File: config.mk
export PLATFORM = sky130hd
export DESIGN_NAME = seg_page_sched
export DESIGN_NICKNAME = d
export VERILOG_FILES = /design/src/rtl/seg_page_sched.sv
export SDC_FILE = /design/constraint.sdc
export NUM_CORES = 1
export LEC_CHECK = 0
export CAP_MARGIN = 30
export CORE_AREA = 2 2 131 133
export CTS_BUF_LIST = sky130_fd_sc_hd__clkbuf_16
export DETAILED_ROUTE_END_ITERATION = 6
export DIE_AREA = 0 0 133 135
export PLACE_DENSITY = 0.78
export SLEW_MARGIN = 40
export SYNTH_ARGS = -nofsm -noshare
export SYNTH_HDL_FRONTEND = slang
export SYNTH_SLANG_ARGS = --single-unit
File: constraint.sdc
create_clock -name clk_1k -period 3.3 [get_ports clk_1k]
set_clock_uncertainty 0.15 [all_clocks]
set_input_delay 0.825 -clock clk_1k [delete_from_list [all_inputs] [get_ports clk_1k]]
set_output_delay 0.825 -clock clk_1k [all_outputs]
set_load 0.01 [all_outputs]
File: src/rtl/seg_page_sched.sv
// Round-robin page scheduler sharing the seven-segment display between four debug sources.
// Define SEG_SCHED_GAP_EN to insert a blank GAP_MS-cycle gap between different owners.
module seg_page_sched #(
  parameter int DWELL_MS = 1000,
  parameter int GAP_MS   = 100
) (
  input  logic        rstn,
  input  logic        clk_1k,
  input  logic [3:0]  req,
  input  logic [63:0] src_data0,
  input  logic [63:0] src_data1,
  input  logic [63:0] src_data2,
  input  logic [63:0] src_data3,
  input  logic [3:0]  src_mode,
  input  logic        step,
  input  logic        hold,
  output logic [3:0]  grant,
  output logic [1:0]  page,
  output logic [63:0] disp_data,
  output logic        disp_mode,
  output logic        busy
);

  typedef enum logic [1:0] {S_IDLE, S_SHOW, S_GAP} state_t;

  localparam logic [15:0] DWELL_LOAD = 16'(DWELL_MS - 1);
  localparam logic [63:0] BLANK      = {64{1'b1}};

  state_t      state_q, state_d;
  logic [1:0]  owner_q, owner_d;
  logic [15:0] cnt_q, cnt_d;
  logic        step_prev_q, step_prev_d;
  logic [3:0]  grant_q, grant_d;
  logic [1:0]  page_q, page_d;
  logic        busy_q, busy_d;
  logic [63:0] disp_data_q, disp_data_d;
  logic        disp_mode_q, disp_mode_d;

  logic [63:0] src_arr [4];
  logic [2:0]  scan_nxt, scan_first;
  logic        step_rise, dwell_done;

`ifdef SEG_SCHED_GAP_EN
  localparam logic [15:0] GAP_LOAD = 16'(GAP_MS - 1);
  logic [15:0] gap_cnt_q, gap_cnt_d;
  logic [1:0]  sel_q, sel_d;
`else
  logic unused_gap_param;
  assign unused_gap_param = (GAP_MS != 0);
`endif

  assign src_arr[0] = src_data0;
  assign src_arr[1] = src_data1;
  assign src_arr[2] = src_data2;
  assign src_arr[3] = src_data3;

  // {found, index}: nearest requester after cur, else cur itself if still requesting.
  function automatic logic [2:0] next_owner(input logic [1:0] cur, input logic [3:0] r);
    logic [2:0] res;
    logic [1:0] idx;
    res = 3'b000;
    if (r[cur]) res = {1'b1, cur};
    for (int k = 3; k >= 1; k--) begin
      idx = cur + 2'(k);
      if (r[idx]) res = {1'b1, idx};
    end
    return res;
  endfunction

  assign scan_nxt   = next_owner(owner_q, req);
  assign scan_first = next_owner(2'd3, req);
  assign step_rise  = step & ~step_prev_q;
  assign dwell_done = (cnt_q == 16'd0) && !hold;

  always_comb begin
    state_d     = state_q;
    owner_d     = owner_q;
    cnt_d       = cnt_q;
    step_prev_d = step;
`ifdef SEG_SCHED_GAP_EN
    gap_cnt_d   = gap_cnt_q;
    sel_d       = sel_q;
`endif
    case (state_q)
      S_IDLE: begin
        if (|req) begin
          state_d = S_SHOW;
          owner_d = scan_first[1:0];
          cnt_d   = DWELL_LOAD;
        end
      end
      S_SHOW: begin
        if (!req[owner_q]) begin
          // Owner withdrew: hand over at once, never through the gap.
          if (scan_nxt[2]) begin
            owner_d = scan_nxt[1:0];
            cnt_d   = DWELL_LOAD;
          end else begin
            state_d = S_IDLE;
            cnt_d   = 16'd0;
          end
        end else if (dwell_done || step_rise) begin
          if (scan_nxt[1:0] != owner_q) begin
`ifdef SEG_SCHED_GAP_EN
            state_d   = S_GAP;
            sel_d     = scan_nxt[1:0];
            gap_cnt_d = GAP_LOAD;
`else
            owner_d = scan_nxt[1:0];
            cnt_d   = DWELL_LOAD;
`endif
          end else begin
            cnt_d = DWELL_LOAD;
          end
        end else if (!hold) begin
          cnt_d = cnt_q - 16'd1;
        end
      end
`ifdef SEG_SCHED_GAP_EN
      S_GAP: begin
        if (gap_cnt_q == 16'd0) begin
          if (req[sel_q]) begin
            state_d = S_SHOW;
            owner_d = sel_q;
            cnt_d   = DWELL_LOAD;
          end else if (scan_nxt[2]) begin
            state_d = S_SHOW;
            owner_d = scan_nxt[1:0];
            cnt_d   = DWELL_LOAD;
          end else begin
            state_d = S_IDLE;
            cnt_d   = 16'd0;
          end
        end else begin
          gap_cnt_d = gap_cnt_q - 16'd1;
        end
      end
`endif
      default: begin
        state_d = S_IDLE;
        cnt_d   = 16'd0;
      end
    endcase

    // Outputs follow the next state so a grant and its data appear on the same edge.
    grant_d     = 4'b0000;
    page_d      = 2'd0;
    busy_d      = (state_d != S_IDLE);
    disp_data_d = BLANK;
    disp_mode_d = 1'b1;
    if (state_d == S_SHOW) begin
      grant_d     = 4'b0001 << owner_d;
      page_d      = owner_d;
      disp_data_d = src_arr[owner_d];
      disp_mode_d = src_mode[owner_d];
    end
  end

  always_ff @(posedge clk_1k or negedge rstn) begin
    if (!rstn) begin
      state_q     <= S_IDLE;
      owner_q     <= 2'd3;
      cnt_q       <= 16'd0;
      step_prev_q <= 1'b0;
      grant_q     <= 4'b0000;
      page_q      <= 2'd0;
      busy_q      <= 1'b0;
      disp_data_q <= BLANK;
      disp_mode_q <= 1'b1;
    end else begin
      state_q     <= state_d;
      owner_q     <= owner_d;
      cnt_q       <= cnt_d;
      step_prev_q <= step_prev_d;
      grant_q     <= grant_d;
      page_q      <= page_d;
      busy_q      <= busy_d;
      disp_data_q <= disp_data_d;
      disp_mode_q <= disp_mode_d;
    end
  end

`ifdef SEG_SCHED_GAP_EN
  always_ff @(posedge clk_1k or negedge rstn) begin
    if (!rstn) begin
      gap_cnt_q <= 16'd0;
      sel_q     <= 2'd0;
    end else begin
      gap_cnt_q <= gap_cnt_d;
      sel_q     <= sel_d;
    end
  end
`endif

  assign grant     = grant_q;
  assign page      = page_q;
  assign busy      = busy_q;
  assign disp_data = disp_data_q;
  assign disp_mode = disp_mode_q;

endmodule

# Yosys cells after proc, flatten, opt, wreduce, memory -nomap -nowiden
# Cells that the tools add are included.
[word_totals]
regBits = 93
in_bits = 268
out_inout_bits = 72
wordCells = 77
[classes]
n_addsub = 4
order_cmp = 6
eq_ne = 5
shift = 1
mux = 41
bitwise_logic = 3
n_reduce_logical = 8
[op_table]
columns = ["op", "n"]
rows = [
  ["$mux W64", 3],
  ["$bmux W64 S2", 1],
  ["$mux W16", 4],
  ["$pmux W16 S2", 1],
  ["$mux W2", 13],
  ["$logic_not A16 Y1", 1],
  ["$sub A16 B1 Y16 const B", 1],
  ["$lt A2 B3 Y1 const B", 5],
  ["$mux W3", 4],
  ["$bmux W1 S2", 5],
  ["$mux W10", 1],
  ["$pmux W2 S2", 2],
  ["$mux W1", 6],
  ["$add A2 B2 Y2 const B", 2],
  ["$eq A2 B1 Y1 const B", 2],
  ["$mux W4", 1],
  ["$ne A4 B4 Y1 const B", 1],
  ["$reduce_or A4 Y1", 1],
  ["$shl A1 B2 Y4 const A", 1],
  ["$ge A3 B3 Y1 const B", 1],
  ["$not A2 Y3", 1],
  ["$add A2 B1 Y2 const B", 1],
  ["$logic_not A2 Y1", 1],
  ["$ne A2 B2 Y1", 1],
  ["8 further kinds", 8],
]

# Depth between registers and ports, before layout
[depth]
depth_word = 16
depth_mapped = 12
mapped_depth_nobuf = 10

# Worst setup path before layout
# No wires, ideal clock.
[synth_timing]
kind = "input to register"
start = "in req[0]"
end = "reg disp_data_q[25], in the netlist disp_data[25]"
setup_time_ns = 0.072
arrival_time_ns = 2.773
t_required_ns = 3.078
path_slack_ns = 0.306
path_stages = 11
n_path_buf = 3
path_cell_list = "clkbuf_1 or4_1 nand2_2 a221o_1 a41oi_2 inv_2 buf_2 buf_2 nand2_1 and3_1 o21ai_1"
[synth_between]
elab_chain_len = 16
elab_cells_between_ends = 31
cone_classes = "2 x eq/ne; 27 x mux; 1 x bitwise; 1 x reduce/logical"
[synth_rtl]
columns = ["item", "line", "text"]
rows = [
  ["from (decl)", "9", "input logic [3:0] req,"],
  ["$bmux W1 S2", "62, 93", ""],
  ["$mux W1 (implied by the code)", "62, 93", ""],
  ["$mux W3", "62", "if (r[cur]) res = {1'b1, cur};"],
  ["$mux W3 (3 in series)", "65", "if (r[idx]) res = {1'b1, idx};"],
  ["$ne A2 B2 Y1", "103", "if (scan_nxt[1:0] != owner_q) begin"],
  ["$mux W2", "103", ""],
  ["$mux W2", "102", "end else if (dwell_done || step_rise) begin"],
  ["$mux W2", "93", "if (!req[owner_q]) begin"],
  ["$pmux W2 S2", "84", "case (state_q)"],
  ["$not A2 Y3 (implied by the code)", "154", "disp_data_d = src_arr[owner_d];"],
  ["$bmux W64 S2", "154", ""],
  ["$mux W64 (implied by the code) (2 in series)", "154", ""],
  ["$mux W64 *", "151", "if (state_d == S_SHOW) begin"],
  ["net disp_data_d[25]", "36", "logic [63:0] disp_data_q, disp_data_d;"],
  ["to (signal assigned)", "178", "disp_data_q <= disp_data_d;"],
  ["to (decl)", "36", ""],
]
# Mark *: on every way through the listed nets, which the timed path passes. The rest lies on a longest branch. The select of a mux whose other input is x is not followed.
# A chain may end at the register's enable or synchronous reset.

# Final worst setup path
[layout_timing]
start = "in req[2]"
end = "reg disp_data_q[11], in the netlist disp_data[11]"
# The elaborated chain is that of the path after synthesis.

==> results.txt <==
- Once detail routing completed, the nets flagged for antenna violations numbered 0.
* Quantity of I/O buffers inserted on ports: 339
- Power per standard cell area: between 500 and 600 mW/mm²
* Run status: finished clean
- For the worst setup path, the data required time is roughly 3.4 ns.
* Leakage dissipation: between 4 and 5 nW
- Clock tree synthesis selected as its root buffer the cell sky130_fd_sc_hd__clkbuf_16.
- EDFF count, synth: 0
- Post-synth top flop: sky130_fd_sc_hd__dfstp_2
* Detailed-route wire length: approximately 22000 µm
* Floorplan die area: approximately 0.018 mm²
- Reg-to-reg slack, setup: about 0.38 ns
- OpenSTA, run right after detailed placement, puts the worst setup slack at -0.2245 ns.
- The smallest clock period supported by the final layout is computed as between 3 and 4 ns.
* Maximum number of pins on one net before global-route repair: 53
* Max Root-Sink Buffers: 2
- Sink Count: 93
* RSZ-0062 raised after global routing: no
* Vertical die dimension: around 140 µm
- Number of setup violations in the final report: 0
- Measured against its own limit, the worst slew margin works out to between 60% and 70%.
* CTS tree: yes
- Most frequent cells in the layout: sky130_fd_sc_hd__clkdlybuf4s50_1, sky130_fd_sc_hd__nand2_1, sky130_fd_sc_hd__dfstp_2
- Cell area after synthesis: between 0.005 and 0.006 mm²
- The via count of the first global-routing pass came to between 6000 and 7000.
- Timing would allow up to between 300 and 400 MHz.
* Number of antenna diodes: 0
* Register cell area after layout: ~0.0024 mm²
- For the pin with the worst max-slew slack, the measured transition is roughly 0.58 ns.
- STA puts the critical path data arrival time at around 3.3 ns.
- Crit start category: input port
* Wire length per cell: about 18 µm
* Synthesized net count: 951
* Layout area overhead: 70.93%
* Final-report hold violation count: 0
* Antenna violations before repair: 2
- Setup slack closes at about 0.11 ns.
- Final cell count without fillers: roughly 1300
* GRT Total Usage: between 20% and 30%
- Clock slew at the register clock pins of the worst setup and hold paths: about 0.080 ns
- Sum of net half-perimeters after detailed placement: ~17000 µm
- Initial core utilization: between 30 and 40%
* Final number of max-transition violations: 0
* FFs w/ async S/R, synth: between 90% and 100%
- The library cell used most frequently in the layout, excluding fill and tap cells, is sky130_fd_sc_hd__clkdlybuf4s50_1.
* Number of iterations in the first detailed-routing pass: 4
- Core ar.: ~0.016 mm²
- Via total after detailed routing: ~6300
- After layout, the worst path uses a little over nine tenths of the clock period.
* Post-CTS repair timing setup buffer count: 0
- Core utilization of the finished layout: around 62%
- Max-cap check violation count: 0
- Total design power: roughly 5.7 mW
- The min-delay analysis places its worst path in the category in2async.
* Average instance area after synthesis: 8.773 µm²
- Routability-driven placement finished with a final weighted congestion of just over 0.9.
* Cell count after synthesis: ~680
- Peak supply drop: about 0.36 mV
* Ports placed on the boundary: 340
* Initial drt markers: between 400 and 500
- Routed vias/inst: around 5.0
- In this run, placement finished with an instance count of roughly 1200.
- The multi-input combinational cells in the finished layout cover a total of about 0.0033 mm².
* Critical path peak fanout: roughly 40
* Clock latency on the worst-skew pair: 0.35 ns
* Flops & latches, synth: 93
- Number of design rule violations left after detail routing: 0
* Ratio of cells with drive above 1 in the final layout: about a fifth
* Number of warnings printed during yosys synthesis: 0
* Share of synthesized area occupied by flip-flops and latches: 40.36%
- After floorplanning, the core was divided into between 40 and 50 placement rows.
* GRT Residual Overflow: 0
* Die X-Extent: between 100 and 150 µm
- Net count of the finished layout: 1295
* Filler cells: 1372
- Number of distinct library cells after synthesis: 54
- The worst setup path is captured at a register.
* First-pass GRT wire length: about 34000 µm
- Classification of the worst setup path: in2reg
* Inserted Clock Buffers: 9
- In this run the number of H-tree levels came out at 3.
-- Yosys cell counts, types with 3 or more instances --
cell type	count	area [µm²]
sky130_fd_sc_hd__buf_2	18	90.09
sky130_fd_sc_hd__o21ai_1	65	325.3
sky130_fd_sc_hd__inv_1	10	37.54
sky130_fd_sc_hd__a221oi_1	3	26.28
sky130_fd_sc_hd__a211oi_1	10	75.07
sky130_fd_sc_hd__a21oi_1	9	45.04
sky130_fd_sc_hd__nor3b_1	3	22.52
sky130_fd_sc_hd__xnor2_1	8	70.07
sky130_fd_sc_hd__clkbuf_1	28	105.1
sky130_fd_sc_hd__o21ai_0	11	55.05
sky130_fd_sc_hd__nor3_1	10	50.05
sky130_fd_sc_hd__nand3_1	6	30.03
sky130_fd_sc_hd__dfstp_2	67	1760
sky130_fd_sc_hd__nor4b_1	4	35.03
sky130_fd_sc_hd__nor2_1	22	82.58
sky130_fd_sc_hd__a211oi_2	56	700.7
sky130_fd_sc_hd__nand2_1	140	525.5
sky130_fd_sc_hd__buf_4	7	52.55
sky130_fd_sc_hd__dfrtp_1	26	650.6
sky130_fd_sc_hd__a311oi_1	3	26.28
sky130_fd_sc_hd__buf_6	4	45.04
sky130_fd_sc_hd__and3_1	65	406.6
sky130_fd_sc_hd__and2_1	66	412.9
sky130_fd_sc_hd__nand2b_1	3	18.77
-- power by group --
group,switching [mW],internal [mW]
registers,0.128,1.54
clock network,0.475,0.591
logic,1.44,1.56
total,2.04,3.69
-- registers in the layout, indices dropped and copies added (netlist names) --
name         flops
busy             1
cnt_q           16
disp_data       64
disp_mode        1
grant            4
owner_q          2
page             2
state_q          2
step_prev_q      1
-- routing by layer --
layer | vias to the layer above | share of wire (%) | GRT usage, %
met4 | 2 | 2.6 | 8.901
met5 | - | 0.062 | 0
met2 | 240 | 50 | 41.68
met3 | 41 | 6.4 | 6.344
li1 | 3055 | - | -
met1 | 2951 | 41 | 30.61
-- cells by family (layout without fill, tap and decap cells) --
| kind of cell | after synthesis | in the layout | synth area share, % |
|---|---|---|---|
| AO/OA/AOI/OAI | 173 | 173 | 23.41 |
| multiplexers | 2 | 2 | 0.3351 |
| adder cells (fa/ha/maj) | 2 | 2 | 0.4188 |
| buffers and inverters | 69 | 418 | 5.655 |
| XOR/XNOR | 9 | 9 | 1.319 |
| AND/OR/NAND/NOR | 332 | 332 | 28.44 |
| flip-flops | 93 | 93 | 40.36 |
| other | 1 | 1 | 0.06277 |
-- cell type report --
| type | count | share of cell area [%] |
|---|---|---|
| inverter | 12 | 0.4656 |
| multi-input combinational | 519 | 31.87 |
| clock buffer | 9 | 2.205 |
| sequential | 93 | 23.61 |
| tap | 220 | 2.695 |
| clock inverter | 7 | 0.7351 |
| timing repair buffer | 390 | 38.42 |
-- path summary, 6_finish.rpt --
kind,from,endpoint,depth (start not counted)
min,rstn,cnt_q[14],1
max in group asynchronous,rstn,disp_data[16],2
min in group clk_1k,cnt_q[15],cnt_q[15],2
min reg2reg,cnt_q[15],cnt_q[15],2
max,req[2],disp_data[11],11
max reg2reg,owner_q[0],disp_data[11],10
-- what timing repair did --
item	4_1_cts	5_1_grt
setup endpoints to repair	0	28
hold buffers	0	0
resized for setup	0	1
-- through the flow --
step                hold slack, ns  instance area [µm²]  TNS, ns
floorplan                   0.3609                 5974        0
detailed placement          0.4041                 9906   -10.47
global route                0.3580                10210        0
global placement            0.3869                 9906   -6.618
finish                      0.3244                10210        0
CTS                         0.3409                10210        0
-- critical path: stages --
cell	delay [ns]
sky130_fd_sc_hd__clkdlybuf4s50_1	0.52
sky130_fd_sc_hd__mux2i_1	0.11
sky130_fd_sc_hd__nor3b_1	0.43
sky130_fd_sc_hd__o21a_1	0.23
sky130_fd_sc_hd__o41ai_1	0.08
sky130_fd_sc_hd__buf_4	0.17
sky130_fd_sc_hd__a32oi_4	0.29
sky130_fd_sc_hd__buf_12	0.27
sky130_fd_sc_hd__buf_4	0.17
sky130_fd_sc_hd__a211oi_2	0.03
sky130_fd_sc_hd__o21ai_1	0.14
Note: power is estimated with default switching activity, not from simulation.
